===== src/rtl/wifire_pkg.sv =====
// Shared definitions for the 802.15.4 receive frame controller: FSM states,
// drop reason codes, address-mode codes and header sizing.
package wifire_pkg;

    typedef enum logic [2:0] {
        ST_IDLE,
        ST_HDR,
        ST_FILTER,
        ST_PAYLOAD,
        ST_DROP
    } state_t;

    localparam logic [2:0] DROP_NONE    = 3'd0;
    localparam logic [2:0] DROP_LEN     = 3'd1;
    localparam logic [2:0] DROP_ADDR    = 3'd2;
    localparam logic [2:0] DROP_TIMEOUT = 3'd3;
    localparam logic [2:0] DROP_LOCK    = 3'd4;

    localparam logic [1:0] AM_NONE  = 2'd0;
    localparam logic [1:0] AM_SHORT = 2'd2;
    localparam logic [1:0] AM_EXT   = 2'd3;

    localparam logic [15:0] BCAST_PAN   = 16'hFFFF;
    localparam logic [15:0] BCAST_SHORT = 16'hFFFF;

    // MAC header bytes ahead of the MSDU: fc + seq, dst pan/addr, src pan/addr.
    function automatic logic [6:0] hdr_bytes(input logic [15:0] fc);
        logic [6:0] h;
        h = 7'd3;
        case (fc[11:10])
            AM_SHORT: h = h + 7'd4;
            AM_EXT:   h = h + 7'd10;
            default:  h = h;
        endcase
        case (fc[15:14])
            AM_SHORT: h = h + 7'd2;
            AM_EXT:   h = h + 7'd8;
            default:  h = h;
        endcase
        if (fc[15:14] != AM_NONE && !fc[6])
            h = h + 7'd2;
        return h;
    endfunction

endpackage


===== src/rtl/wifire_addr_filter.sv =====
// Combinational destination PAN/address filter for received frames.
module wifire_addr_filter
    import wifire_pkg::*;
(
    input  logic [15:0] fc,
    input  logic [15:0] dst_pan,
    input  logic [63:0] dst_addr,
    input  logic        promisc,
    input  logic [15:0] own_pan,
    input  logic [15:0] own_short,
    input  logic [63:0] own_ext,
    output logic        pass
);

    logic pan_ok;
    logic addr_ok;

    assign pan_ok = (dst_pan == own_pan) || (dst_pan == BCAST_PAN);

    always_comb begin
        addr_ok = 1'b0;
        case (fc[11:10])
            AM_SHORT: addr_ok = (dst_addr[15:0] == own_short) || (dst_addr[15:0] == BCAST_SHORT);
            AM_EXT:   addr_ok = (dst_addr == own_ext);
            default:  addr_ok = 1'b0;
        endcase
    end

    assign pass = promisc || (fc[11:10] == AM_NONE) || (pan_ok && addr_ok);

endmodule


===== src/rtl/wifire_rx_frame_ctrl.sv =====
// Frame-level sequencer: tracks each frame from SFD to last MSDU byte, filters,
// length-checks, times out, and reports done/drop pulses with saturating stats.
module wifire_rx_frame_ctrl
    import wifire_pkg::*;
#(
    parameter logic [19:0] TIMEOUT_CYC = 20'd400000,
    parameter int          CNT_W       = 16
) (
    input  logic             dsp_clk,
    input  logic             reset,
    input  logic             cfg_enable_i,
    input  logic             cfg_promisc_i,
    input  logic [15:0]      cfg_pan_i,
    input  logic [15:0]      cfg_short_i,
    input  logic [63:0]      cfg_ext_i,
    input  logic             rcv_sfd_i,
    input  logic             rcv_running_i,
    input  logic [6:0]       dec_len_i,
    input  logic [15:0]      dec_frame_ctrl_i,
    input  logic [15:0]      dec_dst_pan_i,
    input  logic [63:0]      dec_dst_addr_i,
    input  logic             dec_valid_len_i,
    input  logic             dec_valid_fc_i,
    input  logic             dec_valid_addr_i,
    input  logic             dec_msdu_stb_i,
    input  logic [7:0]       dec_msdu_pos_i,
    output logic             dec_en_o,
    output logic [6:0]       payload_len_o,
    output logic             accept_o,
    output logic             frame_start_o,
    output logic             frame_done_o,
    output logic             frame_drop_o,
    output logic [2:0]       drop_reason_o,
    output logic [CNT_W-1:0] cnt_ok_o,
    output logic [CNT_W-1:0] cnt_drop_o
);

    localparam logic [CNT_W-1:0] CNT_MAX  = '1;
    localparam logic [19:0]      TMO_LAST = TIMEOUT_CYC - 20'd1;

    state_t      state;
    logic        fc_seen;
    logic [6:0]  hdr_r;
    logic [19:0] timer;
    logic        pass;
    logic        in_frame;
    logic        last_byte;
    logic [2:0]  drop_code;

    wifire_addr_filter u_filter (
        .fc        (dec_frame_ctrl_i),
        .dst_pan   (dec_dst_pan_i),
        .dst_addr  (dec_dst_addr_i),
        .promisc   (cfg_promisc_i),
        .own_pan   (cfg_pan_i),
        .own_short (cfg_short_i),
        .own_ext   (cfg_ext_i),
        .pass      (pass)
    );

    assign in_frame  = (state == ST_HDR) || (state == ST_FILTER) || (state == ST_PAYLOAD);
    assign last_byte = (state == ST_PAYLOAD) && dec_msdu_stb_i &&
                       (dec_msdu_pos_i == {1'b0, payload_len_o - 7'd1});

    // Lost lock outranks timeout, which outranks the per-state checks.
    always_comb begin
        drop_code = DROP_NONE;
        if (in_frame && !rcv_running_i)
            drop_code = DROP_LOCK;
        else if (in_frame && timer == TMO_LAST)
            drop_code = DROP_TIMEOUT;
        else if (state == ST_HDR && !fc_seen && dec_valid_fc_i &&
                 dec_len_i < hdr_bytes(dec_frame_ctrl_i) + 7'd2)
            drop_code = DROP_LEN;
        else if (state == ST_FILTER && !pass)
            drop_code = DROP_ADDR;
    end

    always_ff @(posedge dsp_clk) begin
        if (reset) begin
            state         <= ST_IDLE;
            fc_seen       <= 1'b0;
            hdr_r         <= '0;
            timer         <= '0;
            dec_en_o      <= 1'b0;
            payload_len_o <= '0;
            accept_o      <= 1'b0;
            frame_start_o <= 1'b0;
            frame_done_o  <= 1'b0;
            frame_drop_o  <= 1'b0;
            drop_reason_o <= DROP_NONE;
            cnt_ok_o      <= '0;
            cnt_drop_o    <= '0;
        end else begin
            dec_en_o      <= cfg_enable_i;
            frame_start_o <= 1'b0;
            frame_done_o  <= 1'b0;
            frame_drop_o  <= 1'b0;
            if (!cfg_enable_i) begin
                state    <= ST_IDLE;
                accept_o <= 1'b0;
                timer    <= '0;
            end else if (rcv_sfd_i) begin
                // A new SFD silently abandons whatever frame was in flight.
                state         <= ST_HDR;
                fc_seen       <= 1'b0;
                timer         <= '0;
                accept_o      <= 1'b0;
                frame_start_o <= 1'b1;
                drop_reason_o <= DROP_NONE;
            end else if (drop_code != DROP_NONE) begin
                state         <= ST_DROP;
                accept_o      <= 1'b0;
                frame_drop_o  <= 1'b1;
                drop_reason_o <= drop_code;
                if (cnt_drop_o != CNT_MAX)
                    cnt_drop_o <= cnt_drop_o + 1'b1;
            end else begin
                if (in_frame)
                    timer <= timer + 20'd1;
                case (state)
                    ST_HDR: begin
                        if (!fc_seen && dec_valid_fc_i) begin
                            fc_seen <= 1'b1;
                            hdr_r   <= hdr_bytes(dec_frame_ctrl_i);
                        end else if (fc_seen && dec_valid_addr_i) begin
                            state         <= ST_FILTER;
                            payload_len_o <= dec_len_i - hdr_r;
                        end
                    end
                    ST_FILTER: begin
                        state    <= ST_PAYLOAD;
                        accept_o <= 1'b1;
                    end
                    ST_PAYLOAD: begin
                        if (last_byte) begin
                            state        <= ST_IDLE;
                            accept_o     <= 1'b0;
                            frame_done_o <= 1'b1;
                            if (cnt_ok_o != CNT_MAX)
                                cnt_ok_o <= cnt_ok_o + 1'b1;
                        end
                    end
                    ST_DROP: state <= ST_IDLE;
                    default: state <= ST_IDLE;
                endcase
            end
        end
    end

endmodule

===== config.mk =====
export PLATFORM = sky130hd
export DESIGN_NAME = wifire_rx_frame_ctrl
export DESIGN_NICKNAME = d
export VERILOG_FILES = /design/src/rtl/wifire_pkg.sv /design/src/rtl/wifire_addr_filter.sv /design/src/rtl/wifire_rx_frame_ctrl.sv
export SDC_FILE = /design/constraint.sdc
export NUM_CORES = 1
export LEC_CHECK = 0
export CAP_MARGIN = 20
export CORE_MARGIN = 1.5
export CORE_UTILIZATION = 45
export CTS_CLUSTER_SIZE = 28
export DETAILED_ROUTE_END_ITERATION = 6
export GPL_TIMING_DRIVEN = 1
export PLACE_DENSITY = 0.86
export SYNTH_ARGS = -nofsm -noshare
export SYNTH_HDL_FRONTEND = slang
export SYNTH_SLANG_ARGS = --single-unit

===== constraint.sdc =====
create_clock -name dsp_clk -period 10.9 [get_ports dsp_clk]
set_clock_uncertainty 0.05 [all_clocks]
set_input_delay 1.09 -clock dsp_clk [delete_from_list [all_inputs] [get_ports dsp_clk]]
set_output_delay 1.09 -clock dsp_clk [all_outputs]
set_load 0.02 [all_outputs]

# [Word level (Yosys, flattened, before mapping)]
# Index checks and enable logic that the tools add are counted.
[word_totals] input_bits=217 output_inout_bits=47 elab_cells=148 reg_bits=78
[op_classes] n_eq_ne=26 n_bitwise=5 add_sub_neg=12 magnitude_cmp=1 n_reduce_logical=44 mux=45
[ops] op="$mux 7" n=20
[ops] op="$eq 64x64->1" n=1
[ops] op="$add 7x2->7 const B" n=5
[ops] op="$add 16x1->16 const B" n=2
[ops] op="$eq 16x16->1" n=2
[ops] op="$eq 16x16->1 const B" n=2
[ops] op="$ne 16x16->1 const B" n=2
[ops] op="$pmux 7 s2" n=2
[ops] op="$mux 3" n=7
[ops] op="$add 20x1->20 const B" n=1
[ops] op="$eq 20x19->1 const B" n=1
[ops] op="$add 7x4->7 const B" n=2
[ops] op="$logic_and 1x1->1" n=12
[ops] op="$reduce_and 6->1" n=2
[ops] op="$reduce_bool 2->1" n=5
[ops] op="$mux 1" n=9
[ops] op="$pmux 3 s3" n=1
[ops] op="$reduce_and 3->1" n=3
[ops] op="$eq 2x2->1 const B" n=4
[ops] op="$eq 8x7->1" n=1
[ops] op="$pmux 4 s2" n=1
[ops] op="$reduce_and 4->1" n=2
[ops] op="$lt 7x7->1" n=1
[ops] op="$sub 7x1->7 const B" n=1
[ops] op="24 further kinds" n=44

# [Depth between registers and ports, before layout]
# Gate-level depths: netlist of run 1.
[depth] word_depth=35 ltp_mapped=22 mapped_depth_nobuf=20

# [Hierarchy]
# From an unflattened synthesis of run 1, not the netlist that was laid out.
[unflattened] hier_cells=693 hier_area_um2=5684.2
[modules_own_cells] mod="wifire_rx_frame_ctrl" cells_per_inst=552 seq_area_each_um2=1541.5 instances=1 area_each_um2=4559.4
[modules_own_cells] mod="wifire_addr_filter" cells_per_inst=141 seq_area_each_um2=0.0 instances=1 area_each_um2=1124.8

# [Least setup slack after synthesis of run 1]
# OpenSTA, ideal clock, no wires.
[synth_path] kind="in2reg" start="in dec_frame_ctrl_i[10]" end="reg cnt_ok_o[10]" required_time_ns=10.722 path_stages=20 t_arrival_ns=5.334 setup_ns=0.128 path_buffers=1 setup_slack_ns=5.388 path_cell_list="nand2_1 ha_1 mux2i_1 ha_1 nor2b_1 xnor2_1 mux4_2 o31ai_1 nand3_1 xor2_1 ha_1 and3_1 a221oi_1 o211ai_1 nand3_1 or3b_1 clkbuf_1 or4_1 xor2_1 nor2_1"
[synth_between] elab_chain_len=21 elab_cells_between_ends=31 classes_between="add/sub: 4; order compare: 1; eq/ne: 2; mux: 14; bitwise: 1; reduce/logical: 9"
[synth_lines] element="from (decl)" line="wifire_rx_frame_ctrl.sv:19" text="input logic [15:0] dec_frame_ctrl_i,"
[synth_lines] element="$eq 2x2->1" line="wifire_pkg.sv:30, wifire_addr_filter.sv:22"
[synth_lines] element="$pmux 4 s2" line="wifire_pkg.sv:30" text="case (fc[11:10])"
[synth_lines] element="$mux 7" line="wifire_rx_frame_ctrl.sv:70" text="else if (in_frame && timer == TMO_LAST)"
[synth_lines] element="$mux 7" line="wifire_rx_frame_ctrl.sv:68" text="if (in_frame && !rcv_running_i)"
[synth_lines] element="$add 7x4->7 or $add 7x2->7 (tied branches)" line="wifire_pkg.sv:37, wifire_pkg.sv:36"
[synth_lines] element="$pmux 7 s2" line="wifire_pkg.sv:35" text="case (fc[15:14])"
[synth_lines] element="$mux 7" line="wifire_rx_frame_ctrl.sv:70"
[synth_lines] element="$mux 7" line="wifire_rx_frame_ctrl.sv:68"
[synth_lines] element="[... 5 more ...]"
[synth_lines] element="$lt 7x7->1" line="wifire_rx_frame_ctrl.sv:73" text="dec_len_i < hdr_bytes(dec_frame_ctrl_i) + 7'd2)"
[synth_lines] element="$logic_and 1x1->1" line="wifire_rx_frame_ctrl.sv:72" text="else if (state == ST_HDR && !fc_seen && dec_valid_fc_i &&"
[synth_lines] element="$mux 2 *" line="wifire_rx_frame_ctrl.sv:72"
[synth_lines] element="$mux 2 *" line="wifire_rx_frame_ctrl.sv:70"
[synth_lines] element="$mux 3 *" line="wifire_rx_frame_ctrl.sv:68"
[synth_lines] element="$reduce_bool 3->1 *" line="wifire_rx_frame_ctrl.sv:111" text="end else if (drop_code != DROP_NONE) begin"
[synth_lines] element="$not 1->1 (no source line) *"
[synth_lines] element="$reduce_and 6->1 (no source line) *"
[synth_lines] element="to (signal assigned)" line="wifire_rx_frame_ctrl.sv:141" text="cnt_ok_o <= cnt_ok_o + 1'b1;"
[synth_lines] element="to (decl)" line="wifire_rx_frame_ctrl.sv:34" text="output logic [CNT_W-1:0] cnt_ok_o,"
# Every way passes the cells marked *; elsewhere a longest branch is shown, timed or not. The select of a mux whose other input is x is not followed.
# A chain may end at the register's enable or synchronous reset.

# [Worst setup path in the final report of run 1]
[layout_path] start="in dec_frame_ctrl_i[11]" end="reg cnt_drop_o[11]"
[layout_between] elab_chain_len=20 elab_cells_between_ends=30 classes_between="add/sub: 4; order compare: 1; eq/ne: 2; mux: 14; reduce/logical: 9"
[layout_lines] element="$eq 2x2->1" line="wifire_pkg.sv:30, wifire_addr_filter.sv:22"
[layout_lines] element="$pmux 4 s2" line="wifire_pkg.sv:30"
[layout_lines] element="$mux 7" line="wifire_rx_frame_ctrl.sv:70"
[layout_lines] element="$mux 7" line="wifire_rx_frame_ctrl.sv:68"
[layout_lines] element="$add 7x4->7 or $add 7x2->7 (tied branches)" line="wifire_pkg.sv:37, wifire_pkg.sv:36"
[layout_lines] element="$pmux 7 s2" line="wifire_pkg.sv:35"
[layout_lines] element="$mux 7" line="wifire_rx_frame_ctrl.sv:70"
[layout_lines] element="$mux 7" line="wifire_rx_frame_ctrl.sv:68"
[layout_lines] element="[... 4 more ...]"
[layout_lines] element="$add 7x2->7" line="wifire_rx_frame_ctrl.sv:73"
[layout_lines] element="$lt 7x7->1" line="wifire_rx_frame_ctrl.sv:73"
[layout_lines] element="$logic_and 1x1->1" line="wifire_rx_frame_ctrl.sv:72"
[layout_lines] element="$mux 2 *" line="wifire_rx_frame_ctrl.sv:72"
[layout_lines] element="$mux 2 *" line="wifire_rx_frame_ctrl.sv:70"
[layout_lines] element="$mux 3 *" line="wifire_rx_frame_ctrl.sv:68"
[layout_lines] element="$reduce_bool 3->1 *" line="wifire_rx_frame_ctrl.sv:111"
[layout_lines] element="$reduce_and 4->1 (no source line) *"
[layout_lines] element="to (signal assigned)" line="wifire_rx_frame_ctrl.sv:117" text="cnt_drop_o <= cnt_drop_o + 1'b1;"
[layout_lines] element="to (decl)" line="wifire_rx_frame_ctrl.sv:35" text="output logic [CNT_W-1:0] cnt_drop_o"
# Marked as above.

==> out/results.tsv, run 1 <==
stage	metric	value	unit
drt	drtPass1Iterations	5	
cts	postCtsSetupRepairBufs	0	
logic_synthesis	yosysWarnings	0	
logic_synthesis	ys_top_cells_by_area	dfxtp_1 27%, xnor2_1 11%, xor2_1 5.5%	
cts	cts_hold_buf	0	
placed_design	gp_congestion	0.9090	
die	rows	41	
logic_synthesis	synthCells	712	
die	start_util	45.79	%
die	chipWidth	115.9	um
power	p_leak	3.132	nW
cts	cts_num_sinks	77	
logic_synthesis	synth_edf_count	0	
setup_path	crit_path_top_delay_cell	clkdlybuf4s50_1	
drt	vias	6218	
setup_path	crit_path_frequent_cell	ha_1	
timing	slew_headroom	32.35	%
cts	cts_resized	0	
setup_path	worstPathArrival	6.62	ns
logic_synthesis	synth-async-reset-ratio	0	%
logic_synthesis	synth_common_cells	77 x dfxtp_1, 70 x xnor2_1, 64 x nor2_1, 46 x nand2_1, 44 x nand4_1	
logic_synthesis	synth_top_area_share	26.89	%
layout	nets	1192	
placed_design	portBuffers	251	
placed_design	place_hpwl	15.59	mm
power	power_frac_seq	37.3	%
logic_synthesis	synth-seq-cells	77	
power	ir_drop	91.29	uV
cts	cts_tree	built	
global_routing	grtUsageTotal	28.49	%
drt	drt_wl_total	19.30	mm
setup_path	path_max_fanout	50	
setup_path	critPathMaxStageDelay	0.50	ns
run	maxCapViolations	0	
power	clockPowerShare	39.1	%
logic_synthesis	synthFlopType	dfxtp_1	
layout	num-fill-cells	1020	
timing	fmax	155.0	MHz
logic_synthesis	synth_top_area_cell	dfxtp_1	
hold_path	whs_endpoint	hdr_r[2]	
die	io_pins	264	
setup_path	cp-end-kind	register	
timing	hold_slack	0.4128	ns
die	die_y	115.9	um
drt	drc	0	
power	p_sw_share	25.26	%
setup_path	path_cells	clkdlybuf4s50_1 > nor2b_1 > inv_1 > ha_1 > mux2i_1 > ha_1 > nor2b_1 > xnor2_1 > mux4_2 > o31ai_1 > nand3_1 > xor2_1 > ha_1 > and3_1 > a221oi_1 > o211ai_1 > nand3_2 > a21oi_2 > and2_4 > nor4_1 > mux2_1	
layout	final_core_util	69.27	%
die	coreArea	12520	um2
global_routing	grt_max_degree	64	
drt	wire_per_inst	17.05	um
logic_synthesis	synth.most_common_cell	dfxtp_1	
setup_path	path_class	in -> reg	
global_routing	grt_pass1_wl	29.82	mm
timing	drv_slew	0	
global_routing	grt.overflow.total	0	
placed_design	dpl_cell_area	8348	um2
cts	cts_buffers	9	
drt	drtIter0Drc	645	
die	dieArea	13420	um2
timing	setup_tns	0	ns
logic_synthesis	synth_nets	950	
setup_path	regToRegEndpoint	cnt_ok_o[15]	
layout	final_layout_size_suffix_gt1_share	3.545	%
cts	insertion_delay	0.33	ns
hold_path	min-delay-start	hdr_r[2]	
global_routing	grt_pass1_vias	6015	
hold_path	hold_path_class	reg -> reg	
timing	setup_viol	0	
status	run_status	finished, final reports clean	
setup_path	ff2ff_path_depth	9	
cts	cts.clk_slew.worst_paths	0.06	ns
power	internal_power	0.5681	mW
power	p_sw	0.1920	mW
layout	area_growth	51.28	%
power	comb_power_share	23.6	%
power	p_per_area	87.67	nW/um2
logic_synthesis	yosysSeqAreaShare	26.89	%
drt	routed_via_density	5.493	
timing	period_needed	6.454	ns
hold_path	hold_path_depth	2	
setup_path	cp_data_required_time	11.07	ns
logic_synthesis	synth_area	5732	um2
setup_path	timing.rr.start	payload_len_o[0]	
timing	tightest_slew	1.005	ns
timing	rsz0062_at_grt	false	
global_routing	antenna_found_initial	1	
cts	clk_path_buf_depth	2	
logic_synthesis	synth_cell_types	71	
logic_synthesis	postSynthAreaPerCell	8.050	um2
cts	cts_root_buf	clkbuf_16	
cts	htreeDepth	3	
drt	final_antenna_net_count	0	
timing	fin_crit_sh	59.21	%
layout	final_area	8671	um2
setup_path	ff2ff_setup_slack	7.74	ns
timing	hold_viol	0	
setup_path	startpoint_type	input pin	
how the worst max path moves through the flow:
stage | to | depth (start not counted) | from | slack (ns)
2_1_floorplan | cnt_ok_o[10] | 20 | dec_frame_ctrl_i[10] | 5.39
3_3_place_gp | cnt_drop_o[11] | 21 | dec_frame_ctrl_i[11] | 4.31
3_5_place_dp | cnt_ok_o[10] | 21 | dec_frame_ctrl_i[11] | 4.18
4_1_cts | cnt_ok_o[10] | 21 | dec_frame_ctrl_i[11] | 4.42
5_1_grt | cnt_ok_o[15] | 20 | dec_frame_ctrl_i[11] | 4.00
6_report | cnt_drop_o[11] | 21 | dec_frame_ctrl_i[11] | 4.45
routing by layer:
metal | track usage (%) | wire, um
met1 | 32.03 | 7446
met2 | 53.49 | 10010
met3 | 4.969 | 1281
met4 | 10.49 | 558
met5 | 0 | 0
state kept, by name, summed over array words and instances, names as in the netlist:
signal / count
timer: 20
cnt_drop_o: 16
cnt_ok_o: 16
payload_len_o: 7
hdr_r: 6
drop_reason_o: 3
state: 3
accept_o: 1
dec_en_o: 1
fc_seen: 1
frame_done_o: 1
frame_drop_o: 1
frame_start_o: 1
cell usage in the layout, fill, tap and decap left out, types with 10 or more instances in the layout:
master	n
xnor2_1	70
nor3_1	15
mux2i_1	12
nor4_1	20
nand2_1	46
nor2_1	64
or3_1	12
nand2b_1	13
inv_1	37
xor2_1	36
dfxtp_1	77
a21oi_1	26
nand3_1	23
nand4_1	44
ha_1	20
and3_1	15
o21ai_0	15
nor2b_1	28
clkdlybuf4s50_1	250
or4_1	10
stage by stage:
stage	power, mW	instances	worst slack [ns]
2_1_floorplan	0.3641	712	5.388
3_3_place_gp	0.4631	1113	4.315
3_5_place_dp	0.4667	1113	4.178
4_1_cts	0.7610	1129	4.417
5_1_grt	0.7903	1132	3.999
6_report	0.7602	1132	4.446
power groups by stage:
stage | Clock (mW) | Combinational [mW] | Sequential (mW)
finish | 0.297 | 0.179 | 0.283
global route | 0.314 | 0.193 | 0.283
CTS | 0.299 | 0.178 | 0.283
detailed placement | 0 | 0.177 | 0.290
global placement | 0 | 0.173 | 0.290
floorplan | 0 | 0.0739 | 0.290
logic make-up (layout without fill, tap and decap cells):
logic type | count (synthesis) | count (layout) | share of synthesized area, %
simple gates | 315 | 315 | 29.86
compound gates | 111 | 111 | 13.86
xor+xnor | 106 | 106 | 16.20
flops | 77 | 77 | 26.89
buf+inv | 61 | 308 | 4.540
fa+ha+maj | 21 | 21 | 4.715
mux | 20 | 20 | 3.864
other cells | 1 | 2 | 0.06543
area by class of cell:
class	count	area, um2	share of cell area [%]
clock buffer	11	232.7	2.684
timing repair buffer	255	2550	29.41
sequential	77	1541	17.78
tap	172	215.2	2.482
inverter	37	138.9	1.602
multi-input combinational	574	3930	45.32
clock inverter	5	60.06	0.6926
antenna	1	2.502	0.02886
worst max-delay path, delay by kind of cell:
family / cells / cell delay, ns
mux: 3 / 1.09
buf+inv: 2 / 0.58
xor+xnor: 2 / 0.29
simple gates: 7 / 1.98
fa+ha+maj: 3 / 0.71
compound gates: 4 / 0.86
(Power assumes the default switching activity.)
==> run 2, diff against run 1 <==
CORE_UTILIZATION = 38   (was 45)
PLACE_DENSITY = 0.78   (was 0.86)
clock period = 5.2 ns   (was 10.9 ns; I/O delays follow)
==> run 2 against run 1 <==
Core utilization decreased by 8.0 points. Register-to-register slack got worse by 5.6 ns. Critical path depth increased by 1. Sequential share of layout area decreased by 0.61 points. Count of clock-buffer cells in the layout decreased by 2. Global-route usage decreased by 3.9 points. Sequential power increased by 110%. Via count increased by 2.2%. The run now ends with DRC left. Sequential cell count unchanged. Clock power increased by 110%.
==> out/results.tsv, run 2 (synthesis gave the netlist of run 1 again) <==
stage	metric	value	unit	change
power	p_per_area	178.7	nW/um2	+100%
drt	drc	11		+11
setup_path	timing.rr.start	state[2]		
cts	cts_tree	built		
setup_path	path_depth	22		+4.8%
timing	tightest_slew	1.080	ns	+0.07425 ns
layout	layout_common_cells	250 x clkdlybuf4s50_1, 77 x dfxtp_1, 70 x xnor2_1		
placed_design	placed_cells	1156		+3.9%
drt	final_antenna_net_count	0		unchanged
setup_path	ff2ff_setup_slack	2.10	ns	-5.64 ns
setup_path	path_class	in -> reg		
cts	cts.clk_slew.worst_paths	0.07	ns	about the same
hold_path	hold_path_depth	2		unchanged
die	die_y	125.8	um	+8.6%
setup_path	crit_path_top_delay_cell	clkdlybuf4s50_1		
setup_path	regToRegEndpoint	cnt_drop_o[6]		
drt	drtPass1Iterations	7		+2
drt	drt_wl_total	19.99	mm	+3.6%
layout	fin_cells	1178		+4.1%
hold_path	whs_endpoint	timer[18]		
timing	hold_viol	0		unchanged
cts	clk_path_buf_depth	2		unchanged
power	ir_drop	148.1	uV	+62%
timing	fin_crit_sh	95.50	%	
placed_design	gp_congestion	0.8799		-3.2%
status	run_status	complete, but fails checks		
die	coreArea	14640	um2	+17%
die	rows	44		+7.3%
placed_design	dpl_cell_area	8612	um2	+3.2%
placed_design	portBuffers	251		unchanged
layout	top_register	timer		
cts	cts_buffers	9		unchanged
timing	fmax	201.4	MHz	
setup_path	path_cells	clkdlybuf4s50_1 > nor2b_2 > inv_1 > ha_1 > mux2i_2 > ha_1 > nor2b_4 > xnor2_1 > mux4_2 > o31ai_1 > nand3_1 > xor2_1 > ha_1 > and3_1 > a221oi_1 > o211ai_1 > buf_4 > nand3_2 > a21oi_4 > and2_4 > nor4_1 > mux2_1		
timing	drv_slew	0		unchanged
layout	largest_register_ffs	20		unchanged
cts	cts_resized	0		unchanged
timing	setup_tns	0	ns	unchanged
cts	cts_num_sinks	77		unchanged
global_routing	grtUsageTotal	24.60	%	-3.9 points
cts	postCtsSetupRepairBufs	0		unchanged
timing	period_needed	4.966	ns	
global_routing	grt_pass1_vias	6297		+4.7%
layout	num-fill-cells	1319		+29%
setup_path	path_max_fanout	5		-90%
setup_path	crit_path_frequent_cell	ha_1		
run	maxCapViolations	0		unchanged
die	chipWidth	125.8	um	+8.6%
die	start_util	39.14	%	-6.7 points
setup_path	critPathMaxStageDelay	0.51	ns	about the same
layout	top_regs	timer x20, cnt_drop_o x16, cnt_ok_o x16		
die	io_pins	264		unchanged
setup_path	cp_top_family	simple AND/OR/NAND/NOR gates		
cts	cts_root_buf	clkbuf_16		
timing	slew_headroom	27.36	%	-5.0 points
setup_path	startpoint_type	input pin		
global_routing	grt_pass1_wl	30.90	mm	+3.6%
layout	area_growth	56.65	%	
layout	final_layout_size_suffix_gt1_share	7.568	%	+4.0 points
drt	wire_per_inst	16.97	um	-0.46%
layout	mostFrequentLayoutCell	clkdlybuf4s50_1		
drt	drtIter0Drc	460		-29%
global_routing	antenna_found_initial	3		+2
setup_path	ff2ff_path_depth	6		-3
power	p_leak	3.295	nW	+5.2%
global_routing	grt.overflow.total	0		unchanged
layout	nets	1224		+2.7%
hold_path	min-delay-start	timer[18]		
drt	routed_via_density	5.395		-1.8%
cts	cts_hold_buf	0		unchanged
layout	multi_input_area	3991	um2	+1.6%
timing	setup_viol	0		unchanged
setup_path	worstPathArrival	5.16	ns	-1.46 ns
layout	final_area	8979	um2	+3.5%
setup_path	cp_data_required_time	5.39	ns	-5.68 ns
placed_design	place_hpwl	16.48	mm	+5.7%
hold_path	hold_path_class	reg -> reg		
cts	htreeDepth	3		unchanged
global_routing	grt_max_degree	64		unchanged
cts	insertion_delay	0.35	ns	+0.02 ns
setup_path	critPathBufInv	3		+1
setup_path	cp-end-kind	register		
die	dieArea	15830	um2	+18%
drt	vias	6355		+2.2%
status	violations	DRC		
layout	regArea	1541	um2	unchanged
-- run 2: cell types whose count changed in the layout (fill, tap and decap cells not counted), moves of 2 or more --
| cell | delta |
|---|---|
| and2_4 | +2 |
| buf_4 | +29 |
| clkbuf_1 | -2 |
| diode_2 | +2 |
| inv_8 | +2 |
| nor2b_1 | -2 |
| nor4_1 | -3 |
| nor4_2 | +3 |
-- run 2: through the flow --
step           hold WS [ns]  setup WS, ns  total power [mW]  utilization (%)
2_1_floorplan        0.3793        0.2580            0.7631                -
3_3_place_gp         0.3872       -0.1282            0.9898            58.73
3_5_place_dp         0.4057       -0.2650            0.9968            58.81
4_1_cts              0.4154       0.07069             1.606            60.79
5_1_grt              0.4265     -0.004829             1.666            61.31
6_report             0.4127        0.2338             1.604            61.31
-- run 2: per-layer routing --
layer | up-vias | global-route usage (%) | part of all wire (%)
li1 | 3149 | - | -
met1 | 2925 | 26.13 | 38
met2 | 240 | 48.03 | 53
met3 | 41 | 5.310 | 6.0
met4 | 0 | 7.708 | 3.1
met5 | - | 0 | 0
-- run 2: tightest hold or removal path: cells and delay by family, from the launching register on --
kind / cells / cell delay [ns]
AO/OA/AOI/OAI: 1 / 0.05
flip-flops: 1 / 0.31
AND/OR/NAND/NOR: 1 / 0.05
-- run 2: worst max path at each step --
stage                               startpoint       endpoint  slack [ns]
final                     dec_frame_ctrl_i[11]  cnt_drop_o[6]        0.23
after global routing      dec_frame_ctrl_i[11]      timer[13]      -0.005
after CTS                 dec_frame_ctrl_i[11]  cnt_drop_o[6]        0.07
after detailed placement  dec_frame_ctrl_i[11]  cnt_drop_o[6]       -0.27
after global placement    dec_frame_ctrl_i[11]  cnt_drop_o[4]       -0.13
after floorplan           dec_frame_ctrl_i[10]   cnt_ok_o[10]        0.26
-- run 2: area by class of cell --
cell class,count,area share (%)
multi-input cells,576,44.45
repair buffers,285,30.95
flip-flops and latches,77,17.17
well taps,184,2.564
clock buffers,9,2.508
inverters,37,1.547
clock inverters,7,0.7246
diodes,3,0.08361
-- run 2: power breakdown --
| part | internal [mW] | leakage, nW | switching, mW |
|---|---|---|---|
| Sequential | 0.592 | 0.621 | 0.00232 |
| Combinational | 0.242 | 2.53 | 0.152 |
| Clock | 0.335 | 0.140 | 0.281 |
==> run 3, diff against run 2 <==
CORE_ASPECT_RATIO = 0.8   (was default)
==> run 3 against run 2 <==
Design area increased by 0.22%. Clock power increased by 5.2%. Largest cell class unchanged. The run now ends clean. First-iteration DRC count decreased by 33%. Worst setup slack improved by 0.032 ns. Count of clock-buffer cells in the layout unchanged. Sequential power about the same. Via count decreased by 0.99%.
==> out/results.tsv, run 3 (synthesis gave the netlist of run 1 again) <==
stage	metric	value	unit	change
status	run_status	finished, final reports clean		
timing	rsz0062_at_grt	true		
timing	slew_headroom	29.71	%	+2.4 points
drt	wire_per_inst	16.15	um	-4.8%
setup_path	critPathMaxStageDelay	0.50	ns	about the same
placed_design	place_hpwl	15.48	mm	-6.1%
global_routing	grt_pass1_wl	30.09	mm	-2.6%
run	maxCapViolations	0		unchanged
setup_path	crit_path_top_delay_cell	clkdlybuf4s50_1		
global_routing	grtUsageTotal	23.64	%	-0.96 points
setup_path	crit_path_frequent_cell	ha_1		
die	io_pins	264		unchanged
timing	fmax	202.7	MHz	+0.65%
placed_design	portBuffers	251		unchanged
cts	insertion_delay	0.33	ns	-0.02 ns
drt	routed_via_density	5.350		-0.82%
layout	final_area	8999	um2	+0.22%
cts	clk_path_buf_depth	2		unchanged
drt	drc	0		-11
power	p_leak	3.305	nW	+0.30%
timing	drv_slew	0		unchanged
timing	setup_viol	0		unchanged
die	chipWidth	140.3	um	+12%
cts	htreeDepth	3		unchanged
die	dieArea	15830	um2	about the same
layout	mostFrequentLayoutCell	clkdlybuf4s50_1		
setup_path	path_cells	clkdlybuf4s50_1 > nor2b_2 > inv_1 > ha_1 > mux2i_1 > ha_1 > nor2b_1 > buf_4 > xnor2_1 > mux4_2 > o31ai_1 > nand3_1 > xor2_1 > ha_1 > and3_1 > a221oi_2 > o211ai_1 > buf_4 > nand3_2 > a21oi_4 > and2_4 > nor4_1 > mux2_1		
layout	nets	1224		unchanged
timing	hold_viol	0		unchanged
power	p_per_area	181.8	nW/um2	+1.8%
setup_path	critPathBufInv	4		+1
layout	top_regs	timer x20, cnt_drop_o x16, cnt_ok_o x16		
global_routing	grt.overflow.total	0		unchanged
timing	setup_tns	0	ns	unchanged
layout	fin_cells	1176		-0.17%
global_routing	grt_pass1_vias	6128		-2.7%
drt	drt_wl_total	18.99	mm	-5.0%
drt	wl_met2	9.474	mm	-11%
layout	largest_register_ffs	20		unchanged
die	coreArea	14490	um2	-1.0%
die	die_y	112.9	um	-10%
timing	hold_slack	0.4055	ns	-0.007223 ns
global_routing	grt_max_degree	64		unchanged
die	rows	39		-11%
timing	fin_crit_sh	94.89	%	-0.62 points
setup_path	path_class	in -> reg		
setup_path	startpoint_type	input pin		
layout	top_register	timer		
die	start_util	39.55	%	+0.41 points
setup_path	path_max_fanout	5		unchanged
drt	final_antenna_net_count	0		unchanged
cts	cts_buffers	9		unchanged
drt	top_layer	met4		
timing	period_needed	4.934	ns	-0.03208 ns
cts	cts.clk_slew.worst_paths	0.07	ns	about the same
layout	area_growth	57.00	%	
placed_design	placed_cells	1157		+0.087%
drt	met1Wirelength	7.875	mm	+4.1%
power	ir_drop	169.9	uV	+15%
layout	layout_common_cells	250 x clkdlybuf4s50_1, 77 x dfxtp_1, 70 x xnor2_1		
drt	vias	6292		-0.99%
cts	cts_hold_buf	0		unchanged
setup_path	cp_data_required_time	5.38	ns	about the same
cts	cts_root_buf	clkbuf_16		
cts	cts_tree	built		
setup_path	cp_top_family	simple AND/OR/NAND/NOR gates		
layout	final_layout_size_suffix_gt1_share	7.669	%	+0.10 points
drt	drtPass1Iterations	5		-2
setup_path	cp-end-kind	register		
timing	tightest_slew	1.045	ns	-0.03495 ns
global_routing	antenna_found_initial	1		-2
setup_path	worstPathArrival	5.11	ns	-0.05 ns
power	design_power_total	1.636	mW	+2.0%
drt	route.met3.wl	1.195	mm	-0.75%
cts	cts_num_sinks	77		unchanged
placed_design	dpl_cell_area	8616	um2	about the same
placed_design	gp_congestion	0.9098		+3.4%
drt	drtIter0Drc	306		-33%
hold_path	hold_path_class	reg -> reg		
run 3: changes by cell type in the layout (fill, tap and decap cells not counted), moves of 2 or more:
cell / previous run / this run
clkinv_4: 2 / 0
o311ai_2: 0 / 2
diode_2: 3 / 1
o311ai_1: 2 / 0
run 3: routing by layer:
metal,GRT usage [%],vias to the layer above
li1,-,3136
met1,28.49,2883
met2,42.74,240
met3,4.486,33
met4,7.088,0
met5,0,-
run 3: area by class of cell:
cell class	instances	area, um2
inverters	37	138.9
clock inverters	7	80.08
flip-flops and latches	77	1541
repair buffers	285	2783
clock buffers	9	225.2
multi-input cells	576	3998
fillers	1225	5494
diodes	1	2.502
well taps	184	230.2
run 3: final timing paths:
kind	from	end	slack (ns)	depth (start not counted)
worst min register to register	hdr_r[4]	hdr_r[4]	0.41	2
worst max-delay path	dec_frame_ctrl_i[11]	cnt_drop_o[7]	0.27	23
worst max register to register	state[2]	cnt_drop_o[7]	2.17	6
worst min-delay path	hdr_r[4]	hdr_r[4]	0.41	2
run 3: what timing repair did:
action | in CTS | in global routing
gates resized for setup | 0 | 13
buffers inserted | 0 | 0
setup endpoints to repair | 0 | 37
run 3: worst reg2reg max path, stage by stage, from the launching register on:
cell and delay [ns]:
dfxtp_1 0.37, nand2b_1 0.26, nor4_1 0.89, o311ai_4 0.39, and2_4 0.29, nor4_1 0.33
mux2_1 0.35
run 3: power breakdown:
group          internal (mW)  switching, mW  total, mW  leakage (nW)
Sequential             0.592        0.00245      0.594         0.621
Combinational          0.242          0.152      0.394          2.54
Clock                  0.380          0.268      0.648         0.149
Total                   1.21          0.423       1.64          3.30
run 3: through the flow:
| stage | setup WS (ns) | util (%) |
|---|---|---|
| finish | 0.2659 | 62.09 |
| global route | -0.03480 | 62.09 |
| CTS | 0.1488 | 61.56 |
| detailed placement | -0.1629 | 59.45 |
| global placement | -0.08165 | 59.45 |
| floorplan | 0.2580 | - |
